### src/rtl/mux17_rr_arbiter.sv
// Two-lane round-robin arbiter with bounded bursts driving the shared 17-bit mux select,
// followed by a single registered output stage with valid/ready handshake.
module mux17_rr_arbiter #(
  parameter int WIDTH     = 17,
  parameter int MAX_BURST = 4
) (
  input  logic             clk,
  input  logic             reset_n,
  input  logic             req0_valid,
  input  logic [WIDTH-1:0] req0_data,
  output logic             req0_ready,
  input  logic             req1_valid,
  input  logic [WIDTH-1:0] req1_data,
  output logic             req1_ready,
  output logic             out_valid,
  output logic [WIDTH-1:0] out_data,
  output logic             out_src,
  input  logic             out_ready,
  output logic             sel
);

  localparam logic [3:0] MAX_B = 4'(MAX_BURST);

  logic             out_valid_q, out_valid_d;
  logic [WIDTH-1:0] out_data_q,  out_data_d;
  logic             out_src_q,   out_src_d;
  logic             prio_q,      prio_d;
  logic             last_q,      last_d;
  logic [3:0]       cnt_q,       cnt_d;
  logic             sel_q,       sel_d;

  logic slot_free, any_req, gnt, grant_en;

  always_comb begin
    slot_free = !out_valid_q | out_ready;
    any_req   = req0_valid | req1_valid;
    // Contention: pointer decides a fresh burst, otherwise continue last lane until the cap.
    if (req0_valid && req1_valid) begin
      if (cnt_q == 4'd0)       gnt = prio_q;
      else if (cnt_q < MAX_B)  gnt = last_q;
      else                     gnt = ~last_q;
    end else begin
      gnt = req1_valid;
    end
    grant_en   = reset_n & slot_free & any_req;
    sel        = grant_en ? gnt : sel_q;
    req0_ready = grant_en & ~gnt;
    req1_ready = grant_en & gnt;
  end

  always_comb begin
    out_valid_d = out_valid_q;
    out_data_d  = out_data_q;
    out_src_d   = out_src_q;
    prio_d      = prio_q;
    last_d      = last_q;
    cnt_d       = cnt_q;
    sel_d       = sel_q;
    if (grant_en) begin
      out_valid_d = 1'b1;
      out_data_d  = gnt ? req1_data : req0_data;
      out_src_d   = gnt;
      prio_d      = ~gnt;
      sel_d       = gnt;
      if (gnt == last_q) begin
        cnt_d = (cnt_q >= MAX_B) ? MAX_B : cnt_q + 4'd1;
      end else begin
        cnt_d  = 4'd1;
        last_d = gnt;
      end
    end else if (out_ready && out_valid_q) begin
      out_valid_d = 1'b0;
    end
  end

  always_ff @(posedge clk) begin
    if (!reset_n) begin
      out_valid_q <= 1'b0;
      out_data_q  <= '0;
      out_src_q   <= 1'b0;
      prio_q      <= 1'b0;
      last_q      <= 1'b0;
      cnt_q       <= 4'd0;
      sel_q       <= 1'b0;
    end else begin
      out_valid_q <= out_valid_d;
      out_data_q  <= out_data_d;
      out_src_q   <= out_src_d;
      prio_q      <= prio_d;
      last_q      <= last_d;
      cnt_q       <= cnt_d;
      sel_q       <= sel_d;
    end
  end

  assign out_valid = out_valid_q;
  assign out_data  = out_data_q;
  assign out_src   = out_src_q;

endmodule
### config.mk
export PLATFORM = sky130hd
export DESIGN_NAME = mux17_rr_arbiter
export DESIGN_NICKNAME = d
export VERILOG_FILES = /design/src/rtl/mux17_rr_arbiter.sv
export SDC_FILE = /design/constraint.sdc
export NUM_CORES = 1
export LEC_CHECK = 0
export CAP_MARGIN = 20
export CORE_ASPECT_RATIO = 0.8
export CORE_MARGIN = 2
export CORE_UTILIZATION = 45
export DETAILED_ROUTE_END_ITERATION = 16
export DONT_BUFFER_PORTS = 1
export REMOVE_ABC_BUFFERS = 1
export SLEW_MARGIN = 20
export SYNTH_ARGS = -nofsm -noshare
export SYNTH_HDL_FRONTEND = slang
export SYNTH_SLANG_ARGS = --single-unit
export TNS_END_PERCENT = 20
### constraint.sdc
create_clock -name clk -period 2.45 [get_ports clk]
set_clock_uncertainty 0.1 [all_clocks]
set_input_delay 0.735 -clock clk [delete_from_list [all_inputs] [get_ports clk]]
set_output_delay 0.735 -clock clk [all_outputs]
set_load 0.03 [all_outputs]
==> results of run 1 <==
state kept, by name, summed over array words and instances, names as in the netlist:
register,count
sel_q,1
last_q,1
out_src,1
out_data,17
out_valid,1
cnt_q,4
prio_q,1
logic make-up after synthesis:
family,Yosys count,share of synthesized area (%)
simple gates,16,8.30
flops,26,43.7
mux,17,14.3
buf+inv,13,6.62
fa+ha+maj,2,2.10
compound gates,49,25.0
worst register-to-register path, cell delays in order (launching register included):
cell      delay (ps)
dfxtp_2          360
inv_2             40
ha_4             150
nor2b_4          130
o311ai_4         240
nand3_2          140
buf_4            150
buf_4            120
buf_4            120
buf_4            120
buf_4            210
mux2i_2          200
a21oi_1           80
cell usage in the layout, fill, tap and decap left out, types with 2 or more instances in the layout:
| cell | n |
|---|---|
| dfxtp_1 | 24 |
| o21ai_0 | 18 |
| a21oi_1 | 18 |
| mux2i_1 | 16 |
| buf_4 | 12 |
| nor2_1 | 3 |
| a31oi_1 | 3 |
| a31o_1 | 3 |
| clkbuf_4 | 3 |
| inv_2 | 2 |
| dfxtp_2 | 2 |
path summary, 6_finish.rpt:
check / startpoint / endpoint / slack, ps / depth (start not counted)
worst min-delay path: reset_n / cnt_q[0]$_SDFFE_PN0P_ / 440 / 2
worst min register to register: out_valid$_SDFFE_PN0P_ / out_valid$_SDFFE_PN0P_ / 460 / 2
worst max register to register: cnt_q[1]$_SDFFE_PN0P_ / out_data[2]$_SDFFE_PN0P_ / 160 / 12
worst max-delay path: cnt_q[1]$_SDFFE_PN0P_ / sel / -70 / 7
repair_timing:
action                     CTS  global route
gates resized for setup     13             2
pin swaps                    6             8
setup endpoints to repair    3            20
setup buffers                8             1
routing by layer:
layer / wire length [µm] / GRT usage [%] / up-vias
li1: - / - / 467
met1: 1040 / 18.2 / 423
met2: 1190 / 29.1 / 42
met3: 215 / 6.04 / 2
met4: 14 / 3.19 / 0
met5: 0 / 0 / -
final cells by class:
class / instances / area [µm²]
fill: 231 / 1120
multi-input combinational: 84 / 633
sequential: 26 / 523
timing repair buffer: 13 / 101
tap: 36 / 45.0
clock inverter: 1 / 30.0
clock buffer: 3 / 22.5
inverter: 3 / 11.3
where the power goes:
group	switching, mW	internal, mW	total, mW	leakage [nW]
combinational	0.0874	0.0868	0.174	0.347
sequential	0.0737	0.458	0.532	0.215
clock	0.121	0.165	0.287	0.0279
per-stage QoR:
stage                     total power, mW  util, %  hold WS, ps
after floorplan                     0.648        -          391
after global placement              0.677     48.9          414
after detailed placement            0.684     48.9          423
after CTS                            1.01     55.3          419
after global routing                 1.04     55.0          405
final                               0.992     55.0          441
==> run_results.csv, run 1 <==
group,metric,value,unit
outcome,outcome,"complete, but fails checks",
outcome,violations,"setup timing",
final_layout,syn_to_final_growth,14.7,%
sta,drv_slew,0,
final_layout,final_nets,172,
yosys,ys_warn_count,0,
job,cap_violations,0,
placed_design,place_ws,74.8,ps
min_path,hold_class,"input port to flip-flop",
yosys,netlist_area,1190,µm²
die,pin_count,61,
placed_design,place.gp.congestion,0.778,
yosys,synthFlopType,"dfxtp_1",
detailed_routing,vias,934,
yosys,syn_inst,123,
yosys,avgSynthCellArea,9.68,µm²
yosys,synth-edff-count,0,
setup_path,crit_type,"flip-flop to primary output",
placed_design,dp_cells,155,
sta,setup_viol,3,
grt,grtUsageTotal,16.3,%
setup_path,slowest_stage,"dfxtp_2",
detailed_routing,totalWireLength,2460,µm
setup_path,cpLargestDelayFamily,"simple AND/OR/NAND/NOR gates",
sta,fmax,0.397,GHz
die,die_area,3080,µm²
detailed_routing,drc,0,
sta,fin_setup_tns,-140,ps
grt,antenna_found_initial,0,
placed_design,place_area,1210,µm²
sta,worst_slack,-65.7,ps
sta,min_period_over_period,103,%
setup_path,critPathBufInv,1,
yosys,yosysTopAreaCell,"dfxtp_1",
die,num_rows,16,
setup_path,crit_arrival,1680,ps
yosys,synth_top_area_share,43.7,%
final_layout,layout-drive-gt1-share,22.3,%
setup_path,crit_path_start_kind,"flip-flop",
detailed_routing,routedWlPerCell,14.8,µm
sta,min_period,2520,ps
detailed_routing,drt_iter0_markers,19,
die,die_h,50.0,µm
final_layout,design_area,1370,µm²
clock_network,clk_pin_slew_worst_paths,140,ps
sta,tightest_slew,333,ps
clock_network,h-tree-depth,1,
sta,hold_violations,0,
setup_path,cp-end-kind,"primary output",
setup_path,cpPeakStageDelay,360,ps
grt,grt_pass1_vias,886,
grt,grt_max_degree,37,
clock_network,clk_latency,310,ps
clock_network,ctsHoldBuffers,0,
setup_path,worstPathCellList,"inv_2 > ha_4 > a211oi_2 > nand3_1 > nand3_2 > nor2_4 > or2_4",
detailed_routing,drt-pass1-iter-count,4,
die,design.core.area,2480,µm²
setup_path,cp.required,1620,ps
clock_network,cts_sinks,26,
sta,rsz0062_at_grt,"true",
yosys,yosysMostFrequentCell,"dfxtp_1",
clock_network,cts_root_buf,"clkbuf_4",
yosys,async_flop_share,0,%
final_layout,diodes,0,
die,initial_core_util,48.0,%
detailed_routing,ant_nets,0,
power,peakVddDrop,0.386,mV
placed_design,io_buffers,0,
yosys,synth_area_leaders,"dfxtp_1 (44%), mux2i_1 (14%), a21oi_1 (7.6%)",
power,pwr_density_cell,726,nW/µm²
clock_network,cts_tree,"built",
clock_network,ctsLongestPathBuffers,2,
yosys,synth.top_cells.by_count,"dfxtp_1 (26), a21oi_1 (18), o21ai_0 (18)",
die,die_x,61.5,µm
yosys,synth.ff_latch_count,26,
power,leakage,0.591,nW
setup_path,cp_max_fo,2,
clock_network,cts_inserted_buffers,3,
grt,grt_pass1_wl,3770,µm
yosys,ys_seq_area_share,43.7,%
detailed_routing,vias_per_cell,5.63,
placed_design,hpwlAfterDp,1700,µm
sta,slew_headroom,77.8,%
grt,grt_overflow,0,
yosys,synth.distinct_cells,33,
final_layout,final_cells,166,
Power figures use the tool's default switching activity.
==> inputs of run 2 (changes only) <==
Settings changed: ABC_AREA set to 1, MAX_ROUTING_LAYER set to met4, SKIP_CTS_REPAIR_TIMING set to 1.
==> run 2 against run 1 <==
Against the previous run: the flow now finishes without violations; maximum frequency increased by 10%; largest cell class unchanged; worst hold slack got worse by 56 ps; sequential cell count unchanged.
==> run_results.csv, run 2 <==
group,metric,value,unit
outcome,outcome,"complete, no violations",
setup_path,r2r-end,"cnt_q[0]$_SDFFE_PN0P_",
final_layout,layout-drive-gt1-share,12.2,%
die,design.core.area,2790,µm²
die,die_area,3400,µm²
power,pwr_density_cell,653,nW/µm²
yosys,syn_inst,198,
yosys,synth.top_cells.by_count,"nand2_1 (47), nand3_1 (41), inv_1 (31)",
job,cap_violations,0,
yosys,synth_xor_area_share,0,%
detailed_routing,totalWireLength,3040,µm
detailed_routing,drt_iter0_markers,46,
setup_path,cp.required,1620,ps
yosys,yosysMostFrequentCell,"nand2_1",
final_layout,final_cells,234,
sta,fin_setup_tns,0,ps
final_layout,final_nets,239,
yosys,netlist_area,1330,µm²
sta,min_period_over_period,93.4,%
placed_design,io_buffers,0,
grt,grt_max_degree,26,
sta,tightest_slew,351,ps
setup_path,r2r_start,"cnt_q[0]$_SDFFE_PN0P_",
grt,grt-busiest-layer,"met2",
die,pin_count,61,
setup_path,crit_start,"reset_n",
setup_path,crit_type,"input port to primary output",
detailed_routing,vias_per_cell,5.37,
sta,setup_viol,0,
yosys,synth_area_leaders,"dfxtp_1 (39%), nand3_1 (15%), nand2_1 (13%)",
placed_design,hpwlAfterDp,2150,µm
yosys,synth_compound_area_share,4.15,%
yosys,synth_top_area_share,39.3,%
yosys,yosysTopAreaCell,"dfxtp_1",
placed_design,place_area,1360,µm²
setup_path,worstPathCellList,"inv_2 > nor2_1 > nand2_2 > inv_2 > nand3_4 > nand2_1 > buf_4",
sta,holdWs,384,ps
yosys,synth.ff_latch_count,26,
grt,grtUsageMet1,23.8,%
sta,rsz0062_at_grt,"false",
setup_path,crit_path_start_kind,"input port",
die,initial_core_util,47.6,%
power,finalPower,0.934,mW
sta,hold_violations,0,
setup_path,cpPeakStageDelay,150,ps
setup_path,rr_worst_depth,11,
sta,slew_headroom,76.6,%
final_layout,fillers,293,
setup_path,rrSetupSlack,820,ps
final_layout,syn_to_final_growth,7.93,%
yosys,avgSynthCellArea,6.69,µm²
grt,grt_pass1_wl,4780,µm
yosys,synth-edff-count,0,
setup_path,cp-end-kind,"primary output",
setup_path,cp_max_fo,20,
placed_design,dp_cells,230,
grt,use_met2,30.4,%
yosys,synthMuxAreaShare,0,%
detailed_routing,drc,0,
clock_network,clk_latency,270,ps
die,num_rows,17,
yosys,synth-adder-area-share,1.89,%
final_layout,diodes,0,
grt,grtUsageTotal,19.1,%
power,peakVddDrop,0.303,mV
clock_network,cts_tree,"built",
setup_path,cp_num_cells,7,
grt,antenna_found_initial,0,
yosys,ys_seq_area_share,39.3,%
yosys,synth_top_family_by_area,"simple AND/OR/NAND/NOR gates",
setup_path,slowest_stage,"buf_4",
setup_path,cp_common_cell,"inv_2",
die,die_h,52.5,µm
yosys,ys_warn_count,0,
setup_path,crit_arrival,1450,ps
grt,grt_pass1_vias,1089,
power,leakage,0.765,nW
detailed_routing,routedWlPerCell,13.0,µm
die,die_x,64.7,µm
detailed_routing,vias,1256,
yosys,yosys.area_share.simple,40.0,%
setup_path,cp-endpoint,"sel",
detailed_routing,ant_nets,0,
clock_network,cts_sinks,26,
yosys,synth.distinct_cells,20,
sta,min_period,2290,ps
setup_path,cpLargestDelayFamily,"simple AND/OR/NAND/NOR gates",
final_layout,final_common_cell,"nand2_1",
final_layout,largest_reg_flops,17,
clock_network,ctsLongestPathBuffers,2,
clock_network,cts_inserted_buffers,3,
grt,grt_overflow,0,
clock_network,clk_pin_slew_worst_paths,80,ps
yosys,async_flop_share,0,%
clock_network,h-tree-depth,1,
setup_path,critPathBufInv,3,
grt,grt_util_met3,5.59,%
sta,drv_slew,0,
min_path,hold_class,"flip-flop to flip-flop",
final_layout,final_cell_mix,"nand2_1 (44), nand3_1 (41), inv_1 (29), dfxtp_1 (25), nand4_1 (17)",
yosys,synthFlopType,"dfxtp_1",
final_layout,design_area,1430,µm²
detailed_routing,drt-pass1-iter-count,4,
clock_network,cts_root_buf,"clkbuf_8",
sta,fmax,0.437,GHz
placed_design,place.gp.congestion,0.817,
run 2: cell types whose count changed after synthesis, moves of 2 or more:
| cell | previous run | this run |
|---|---|---|
| inv_1 | 3 | 31 |
| inv_2 | 0 | 2 |
| buf_2 | 2 | 8 |
| clkbuf_1 | 6 | 3 |
| buf_4 | 0 | 2 |
| nand3_1 | 1 | 41 |
| nand4_1 | 0 | 17 |
| a31o_1 | 3 | 0 |
| o21ai_0 | 18 | 2 |
| mux2i_1 | 17 | 0 |
| nand2_1 | 1 | 47 |
| a31oi_1 | 3 | 0 |
| a21oi_1 | 18 | 5 |
run 2: worst reg2reg max path, cell delays in order, from the launching register on:
cell and delay [ps]:
dfxtp_1 350, inv_2 50, ha_2 180, inv_1 50, nand2_1 50, nand3_1 80
nand2_2 100, nand2_2 90, buf_4 230, nand2_1 80, nand3_1 110, a21oi_1 80
run 2: stage by stage:
| step | utilization [%] | worst slack, ps |
|---|---|---|
| 2_1_floorplan | - | -344 |
| 3_3_place_gp | 48.9 | 195 |
| 3_5_place_dp | 48.9 | 136 |
| 4_1_cts | 50.4 | 45.1 |
| 5_1_grt | 51.3 | 22.1 |
| 6_report | 51.3 | 162 |
run 2: how the worst min path moves through the flow:
stage,from,to,cells after the start
6_report,prio_q$_SDFFE_PN0P_,prio_q$_SDFFE_PN0P_,2
5_1_grt,prio_q$_SDFFE_PN0P_,prio_q$_SDFFE_PN0P_,2
4_1_cts,prio_q$_SDFFE_PN0P_,prio_q$_SDFFE_PN0P_,2
3_5_place_dp,prio_q$_SDFFE_PN0P_,prio_q$_SDFFE_PN0P_,2
3_3_place_gp,prio_q$_SDFFE_PN0P_,prio_q$_SDFFE_PN0P_,2
2_1_floorplan,prio_q$_SDFFE_PN0P_,prio_q$_SDFFE_PN0P_,2
run 2: logic make-up (layout without fill, tap and decap cells):
group | count (synthesis) | after routing
adders and majority gates | 2 | 2
and+or+nand+nor | 113 | 113
AOI/OAI and AO/OA | 10 | 10
buffers and inverters | 47 | 45
DFF | 26 | 26
run 2: final cells by class:
type                    count  area [µm²]  share of cell area [%]
multi-input cells         125         628                    43.9
well taps                  38        47.5                    3.32
repair buffers              9        67.6                    4.72
inverters                  33         124                    8.66
clock buffers               3        41.3                    2.89
flip-flops and latches     26         522                    36.5
run 2: layer usage:
metal  wire length [µm]  part of all wire, %  vias up
li1                   -                    -      637
met1               1380                   45      559
met2               1340                   44       56
met3                286                  9.4        4
met4                 29                 0.95        0
met5                  0                    0        -
run 2: report_power, final:
group | switching, mW | internal [mW]
Clock | 0.124 | 0.110
Combinational | 0.114 | 0.0676
Sequential | 0.0642 | 0.454
Total | 0.302 | 0.632
==> inputs of run 3 (changes only) <==
Settings changed: CAP_MARGIN 20 to 0.
==> results of run 3 <==
Same layout as run 2: the final DEF is identical, and so are final timing and power.
